File: src/rtl/bcd_display_scanner_if.sv
// Upstream-facing bundle for bcd_display_scanner: BCD load handshake plus the
// multiplexed two-digit 7-segment drive.
interface bcd_display_scanner_if;
  logic [7:0] BCD;
  logic       load;
  logic       load_ack;
  logic [6:0] seg;
  logic [1:0] an;
  logic       err;

  // master: upstream converter / display harness; slave: the scanner itself
  modport master (
    output BCD,
    output load,
    input  load_ack,
    input  seg,
    input  an,
    input  err
  );

  modport slave (
    input  BCD,
    input  load,
    output load_ack,
    output seg,
    output an,
    output err
  );
endinterface

File: src/rtl/bcd_display_scanner.sv
// Two-digit BCD 7-segment scanner with frame-synchronous (tear-free) updates.
// Optional LEADING_ZERO_BLANK_EN blanks the tens digit when it is zero.
module bcd_display_scanner #(
  parameter int unsigned REFRESH_DIV = 50000
) (
  input logic                  clk,
  input logic                  rst,
  bcd_display_scanner_if.slave bus
);

  typedef enum logic [1:0] {
    IDLE    = 2'd0,
    SHOW_LO = 2'd1,
    SHOW_HI = 2'd2
  } state_t;

  localparam logic [15:0] DIV_LAST = 16'(REFRESH_DIV - 1);

  state_t      state, state_nxt;
  logic [15:0] div, div_nxt;
  logic [7:0]  disp, disp_nxt;
  logic [7:0]  shadow, shadow_nxt;
  logic        pend, pend_nxt;
  logic        tick;

  logic [6:0]  seg_q, seg_nxt;
  logic [1:0]  an_q, an_nxt;
  logic        err_q, err_nxt;
  logic        ack_q;

  function automatic logic [6:0] decode(input logic [3:0] d);
    case (d)
      4'd0:    decode = 7'b1111110;
      4'd1:    decode = 7'b0110000;
      4'd2:    decode = 7'b1101101;
      4'd3:    decode = 7'b1111001;
      4'd4:    decode = 7'b0110011;
      4'd5:    decode = 7'b1011011;
      4'd6:    decode = 7'b1011111;
      4'd7:    decode = 7'b1110000;
      4'd8:    decode = 7'b1111111;
      4'd9:    decode = 7'b1111011;
      default: decode = 7'b1001111;  // "E" for non-BCD nibbles
    endcase
  endfunction

  assign tick = (state != IDLE) && (div == DIV_LAST);

  always_comb begin
    // NOTE: every variable gets a default up front so no path can infer a latch.
    state_nxt  = state;
    div_nxt    = div;
    disp_nxt   = disp;
    shadow_nxt = shadow;
    pend_nxt   = pend;

    case (state)
      IDLE: begin
        div_nxt = '0;
        if (bus.load) begin
          disp_nxt  = bus.BCD;
          state_nxt = SHOW_LO;
        end
      end
      SHOW_LO: begin
        div_nxt = tick ? '0 : div + 16'd1;
        if (tick) state_nxt = SHOW_HI;
      end
      SHOW_HI: begin
        div_nxt = tick ? '0 : div + 16'd1;
        if (tick) state_nxt = SHOW_LO;
      end
      default: begin
        state_nxt = IDLE;
        div_nxt   = '0;
      end
    endcase

    // Loads while scanning wait in the shadow until the frame boundary; a load
    // landing on the boundary itself bypasses the shadow entirely.
    if (bus.load && state != IDLE) begin
      if (state == SHOW_HI && tick) begin
        disp_nxt = bus.BCD;
        pend_nxt = 1'b0;
      end else begin
        shadow_nxt = bus.BCD;
        pend_nxt   = 1'b1;
      end
    end else if (state == SHOW_HI && tick && pend) begin
      disp_nxt = shadow;
      pend_nxt = 1'b0;
    end
  end

  // Output drive is computed from next-state values so the registered
  // outputs line up with the state they belong to.
  always_comb begin
    an_nxt  = 2'b11;
    seg_nxt = '0;
    case (state_nxt)
      SHOW_LO: begin
        an_nxt  = 2'b10;
        seg_nxt = decode(disp_nxt[3:0]);
      end
      SHOW_HI: begin
        an_nxt  = 2'b01;
`ifdef LEADING_ZERO_BLANK_EN
        seg_nxt = (disp_nxt[7:4] == 4'd0) ? 7'b0000000 : decode(disp_nxt[7:4]);
`else
        seg_nxt = decode(disp_nxt[7:4]);
`endif
      end
      default: begin
        an_nxt  = 2'b11;
        seg_nxt = '0;
      end
    endcase
    err_nxt = (disp_nxt[7:4] > 4'd9) || (disp_nxt[3:0] > 4'd9);
  end

  // NOTE: sequential state uses non-blocking assignments only, so every
  // register samples pre-edge values regardless of statement order.
  always_ff @(posedge clk) begin
    // NOTE: the reset is synchronous and covers every register here; the
    // two 8-bit holding registers are plain flops, not memory, so clearing
    // them is cheap and keeps the post-reset state fully defined.
    if (rst) begin
      state  <= IDLE;
      div    <= '0;
      disp   <= 8'h00;
      shadow <= 8'h00;
      pend   <= 1'b0;
      seg_q  <= '0;
      an_q   <= 2'b11;
      err_q  <= 1'b0;
      ack_q  <= 1'b0;
    end else begin
      state  <= state_nxt;
      div    <= div_nxt;
      disp   <= disp_nxt;
      shadow <= shadow_nxt;
      pend   <= pend_nxt;
      seg_q  <= seg_nxt;
      an_q   <= an_nxt;
      err_q  <= err_nxt;
      ack_q  <= bus.load;
    end
  end

  assign bus.seg      = seg_q;
  assign bus.an       = an_q;
  assign bus.err      = err_q;
  assign bus.load_ack = ack_q;

endmodule

File: src/flat_wrapper.sv
// flat-port wrapper written by rule: the top's interface ports become plain ports
module bcd_display_scanner_flat 
#(
  parameter int unsigned REFRESH_DIV = 50000
)
  (clk, rst, bus_BCD, bus_load, bus_load_ack, bus_seg, bus_an, bus_err);
  bcd_display_scanner_if bus_i ();
  input logic clk;
  input logic rst;
  input wire logic [$bits(bus_i.BCD)-1:0] bus_BCD;
  input wire logic [$bits(bus_i.load)-1:0] bus_load;
  output wire logic [$bits(bus_i.load_ack)-1:0] bus_load_ack;
  output wire logic [$bits(bus_i.seg)-1:0] bus_seg;
  output wire logic [$bits(bus_i.an)-1:0] bus_an;
  output wire logic [$bits(bus_i.err)-1:0] bus_err;
  assign bus_i.BCD = bus_BCD;
  assign bus_i.load = bus_load;
  assign bus_load_ack = bus_i.load_ack;
  assign bus_seg = bus_i.seg;
  assign bus_an = bus_i.an;
  assign bus_err = bus_i.err;
  bcd_display_scanner #(.REFRESH_DIV(REFRESH_DIV)) u_core (.clk(clk), .rst(rst), .bus(bus_i));
endmodule
File: config.mk
export PLATFORM = sky130hd
export DESIGN_NAME = bcd_display_scanner_flat
export DESIGN_NICKNAME = d
export VERILOG_FILES = /design/src/rtl/bcd_display_scanner_if.sv /design/src/rtl/bcd_display_scanner.sv /design/src/flat_wrapper.sv
export SDC_FILE = /design/constraint.sdc
export NUM_CORES = 1
export LEC_CHECK = 0
export ABC_AREA = 1
export CAP_MARGIN = 25
export CORE_UTILIZATION = 63
export DETAILED_ROUTE_END_ITERATION = 16
export GPL_TIMING_DRIVEN = 0
export PLACE_DENSITY = 0.85
export SYNTH_ARGS = -nofsm -noshare
export SYNTH_HDL_FRONTEND = slang
export SYNTH_SLANG_ARGS = --single-unit
File: constraint.sdc
create_clock -name clk -period 7.86 [get_ports clk]
set_input_delay 1.572 -clock clk [delete_from_list [all_inputs] [get_ports clk]]
set_output_delay 1.572 -clock clk [all_outputs]
set_load 0.005 [all_outputs]
# ---- Word level (Yosys, flattened, before mapping)
# Memories as Yosys holds them, arrays and structs flattened.
# Cells that the tools add are included.
dict set report totals {
  register_bits 46
  rom_bits 224
  in_bits 11
  output_inout_bits 11
  elab_cells 46
  n_memories 2
}
dict set report classes {
  n_addsub 1
  magnitude_cmp 2
  n_eq_ne 5
  mux 14
  bitwise_logic 2
  n_reduce_logical 11
}
# name depth width rd rd_clocked_by_memory_dff wr line
set mem_list {}
lappend mem_list {{(name not given)} 16 7 1 0 0 bcd_display_scanner.sv:32} ;# case (d)
lappend mem_list {{(name not given)} 16 7 1 0 0 bcd_display_scanner.sv:32}
# operator count
set ops {}
lappend ops {{2-to-1 mux 8 bit} 5}
lappend ops {{adder 16 x 1 -> 16 bit (second input constant)} 1}
lappend ops {{equality test 16 bit (second input constant)} 1}
lappend ops {{one-hot mux 7 bit (2 select lines)} 1}
lappend ops {{greater-than comparator 4 bit (second input constant)} 2}
lappend ops {{2-to-1 mux 2 bit} 3}
lappend ops {{one-hot mux 2 bit (3 select lines)} 1}
lappend ops {{equality test 2 x 1 -> 1 bit (second input constant)} 2}
lappend ops {{equality test 2 bit (second input constant)} 2}
lappend ops {{logical AND 1 bit} 4}
lappend ops {{one-hot mux 2 bit (2 select lines)} 1}
lappend ops {{nonzero test 2 bit} 2}
lappend ops {{2-to-1 mux 1 bit} 3}
lappend ops {{OR reduction 3 bit} 1}
lappend ops {{zero test 2 bit} 1}
lappend ops {{NOT 1 bit} 2}
lappend ops {{AND reduction 2 bit} 1}
lappend ops {{OR reduction 2 bit} 1}
lappend ops {{logical OR 1 bit} 1}

# ---- Logic depth before layout (Yosys ltp)
dict set report logic_depth {
  depth_word 8
  ltp_mapped 19
  depth_no_buf 18
}

# ---- Worst setup path before layout
# Ideal clock, no wire load.
dict set report synth_timing {
  path_kind {input port to flip-flop}
  start {input port bus_load}
  end {register u_core.seg_q[0] (netlist: u_core.bus.seg[0])}
  setup_time_ns 0.070
  t_arrival_ns 3.115
  t_required_ns 7.790
  setup_slack_ns 4.675
  cell_stages 9
  n_path_buf 2
  cell_sequence {nand2_1 -> buf_2 -> a32o_1 -> a21oi_1 -> inv_1 -> ha_1 -> or2_2 -> clkbuf_1 -> a21oi_1}
}
dict set report synth_via {
  elab_cells_between_ends 13
  classes_between {eq/ne (2); mux (8); reduce/logical (1); memory (2)}
}
# item line
set synth_lines {}
lappend synth_lines {{start, declared} flat_wrapper.sv:11} ;# input wire logic [$bits(bus_i.load)-1:0] bus_load;
lappend synth_lines {{2-to-1 mux 2 bit (*)} bcd_display_scanner.sv:60} ;# if (bus.load) begin
lappend synth_lines {{one-hot mux 2 bit (3 select lines) (*)} bcd_display_scanner.sv:57} ;# case (state)
lappend synth_lines {{via u_core.state_nxt[0]} bcd_display_scanner.sv:19} ;# state_t state, state_nxt;
lappend synth_lines {{equality test 2 bit / equality test 2 x 1 -> 1 bit (equally long branches)} bcd_display_scanner.sv:100} ;# case (state_nxt)
lappend synth_lines {{one-hot mux 7 bit (2 select lines) (*)} bcd_display_scanner.sv:100}
lappend synth_lines {{end signal, assigned} bcd_display_scanner.sv:143} ;# seg_q <= seg_nxt;
lappend synth_lines {{end, declared} bcd_display_scanner.sv:26} ;# logic [6:0] seg_q, seg_nxt;
# The timed path passes the listed nets; every way through them passes the cells marked *.
# A chain may end at the register's enable or synchronous reset.

# ---- Worst setup path in the final report
dict set report layout_timing {
  start {input port bus_load}
  end {register u_core.seg_q[1] (netlist: u_core.bus.seg[1])}
}
# Same word-level chain as after synthesis.

==> metrics.txt <==
status finished clean; Global Route Usage Sum 26.79%; Clk pwr share 27.6%; CTS tree built; Yosys top cell by area dfxtp_1; Post-Synthesis Cells 363; Finished Core Util 75.54%; Final Hold Viols 0; initial antenna violation count 0; R2R cell count 15; worst path required time 8.09 ns; Setup TNS 0 ns; largest net degree at the start of global routing 15; Initial Util 66.75%; total wire length 5.639 mm; hold crit path type reg2reg; max_slew headroom 70.69%; clock tree root buffer cell clkbuf_8; Comb pwr share 24.3%; sw frac 31.07%; Tmin final 3.686 ns; Final period util 46.89%; Max Transition Viols Final 0; Clock Sinks 46; routability cong. 0.8365; io pins 22; Vias/cell 5.441; Post-synth ARST share 0%; WS Path Type in2reg; leak pwr 1.323 nW; Die Y 67.80 µm; Synth top area share 33.76%; r2r startpoint u_core.state[0]; router iterations before antenna repair 5; Placeable Area 4086 µm²; Clock Path Buffers 2; post-CTS setup buffer count 0; Critical Path AT 3.92 ns; number of global-route vias before repair 2139; Iter 0 DRT Violations 206; DR DRC count 0; H-tree Lvls 2; Sequential Power Share 48.1%; DP HPWL 4.245 mm; Worst-Skew Late Latency 0.30 ns; Resized cells post-CTS 0; Syn Nets 394; Post-Synth Simple-Gate Area 36.47%; Die Span X 67.80 µm; DR WL/cell 12.76 µm; CP Launch Point bus_load; Cell Pwr Density 169.0 nW/µm²; Syn Area/Cell 7.514 µm²; first-pass GRT wire length 9.280 mm; Max Clk Rate 0.2713 GHz; Mapped Area 2728 µm²; Hold Path Cell Cnt 2; # rows 23; Int Pwr 359.6 µW; Post-layout nets 422; Worst Setup End Kind flip-flop; RSZ-0062 raised after global routing no; vias post-DR 2405; Synth Area in XOR/XNOR 0.6422%; switching power total 162.1 µW; Startpoint Class input port; Worst Tran Pin Value 0.4396 ns; clock slew at reported path FFs 0.09 ns; CTS buffer count 5; Die ar. 4597 µm²; mux cell area share after synthesis 1.972%; grt ovf 0; crit path max fanout 10; synthesized flop and latch total 46; Detail Route Antenna Nets 0; main combinational cell family by area after synthesis simple AND/OR/NAND/NOR gates; Worst Hold Launch u_core.shadow[1]; yosys warns 0; antenna cell count 0; maximum vdd drop 0.0001082 V; Syn-to-layout area delta 13.17%; IO Port Bufs 21; Synth Area in Compound Gates 9.817%; Synth Area in Adders 9.174%; Setup-failing EPs final 0; ys flop type dfxtp_1; post-synthesis sequential area ratio 33.76%; hold_buf cts 0; layout cell share with drive strength beyond 1 14.03%; synth top area cells dfxtp_1 34%, ha_1 9.2%, nand2_1 8.0%; clock skew 0.008806 ns; Post-synth EDFFs 0; max_cap viols 0; Synth cell types 39
-- sequential cells by signal, summed over array words and instances (netlist names) --
name,cells
u_core.bus.seg,7
u_core.bus.load_ack,1
u_core.disp,8
u_core.bus.err,1
u_core.bus.an,2
u_core.shadow,8
u_core.div,16
u_core.pend,1
u_core.state,2
-- cells by family after synthesis --
kind of cell,after synthesis
AND/OR/NAND/NOR,186
buffers and inverters,54
AO/OA/AOI/OAI,50
flip-flops,46
adder cells (fa/ha/maj),20
multiplexers,5
XOR/XNOR,2
-- layout make-up --
| class | instances | area (µm²) |
|---|---|---|
| Clock buffer | 6 | 72.57 |
| Tap cell | 50 | 62.56 |
| Multi-Input combinational cell | 263 | 1584 |
| Clock inverter | 2 | 13.76 |
| Buffer | 10 | 57.56 |
| Timing Repair Buffer | 21 | 210.2 |
| Inverter | 44 | 165.2 |
| Sequential cell | 46 | 920.9 |
| Fill cell | 344 | 999.7 |
-- critical path, stage by stage --
cell,delay (ns)
clkdlybuf4s50_1,0.50
nand2_1,0.11
buf_2,0.21
a32o_1,0.23
a21oi_1,0.26
inv_1,0.11
ha_1,0.30
or2_2,0.29
clkbuf_1,0.18
a21oi_1,0.16
-- through the flow --
| stage | area, µm² | total power, mW | setup slack, ns | hold slack, ns | cells |
|---|---|---|---|---|---|
| final | 3087 | 0.5216 | 4.174 | 0.4572 | 442 |
| after global routing | 3087 | 0.5502 | 4.027 | 0.4815 | 442 |
| after CTS | 3087 | 0.5232 | 4.179 | 0.4584 | 442 |
| after detailed placement | 3000 | 0.3808 | 3.882 | 0.4464 | 434 |
| after global placement | 3000 | 0.3776 | 3.895 | 0.4409 | 434 |
| after floorplan | 2728 | 0.3447 | 4.675 | 0.4294 | 363 |
-- cells in the mapped netlist (all sizes together) (2+ instances only) --
master / instances
nand2: 72
nor2: 50
dfxtp: 46
inv: 43
nand3: 37
a21oi: 25
ha: 20
o21ai: 19
nand4: 10
buf: 6
nor3: 5
nor3b: 5
clkbuf: 4
mux2: 3
nand3b: 3
or2: 3
mux2i: 2
o21bai: 2
xor2: 2
-- layer usage --
metal	wire length, µm	vias to the layer above	part of all wire [%]	global-route usage, %
li1	-	1238	-	-
met1	2772	1086	49	37.20
met2	2457	71	44	41.09
met3	320	10	5.7	5.068
met4	88	0	1.6	9.375
met5	0	-	0	0
-- power by group through the flow --
stage,clock network (mW),logic (mW),registers (mW)
floorplan,0,0.0892,0.255
detailed placement,0,0.125,0.256
global route,0.155,0.143,0.252
finish,0.144,0.127,0.251
global placement,0,0.122,0.256
CTS,0.146,0.126,0.251
-- worst paths after layout --
check                      endpoint  slack, ns
setup / recovery  u_core.bus.seg[1]       4.17
hold / removal     u_core.shadow[1]       0.46
setup reg to reg  u_core.bus.seg[1]       4.94
hold reg to reg    u_core.shadow[1]       0.46
-- placed cells by master (no fill, tap or decap), drive strengths merged --
master	Yosys	layout
a22o	1	1
nand3	37	37
o21bai	2	2
nor3	5	5
inv	43	43
clkdlybuf4s50	0	21
nor3b	5	5
and2	1	1
clkinv	1	3
nand2	72	72
mux2i	2	2
a32o	1	1
clkbuf	4	10
a31oi	1	1
nand4	10	10
nor2	50	50
buf	6	6
or2	3	3
ha	20	20
a21oi	25	25
nand3b	3	3
xor2	2	2
mux2	3	3
o211ai	1	1
o21ai	19	19
dfxtp	46	46
No activity file was read; power rests on OpenSTA's default activity.
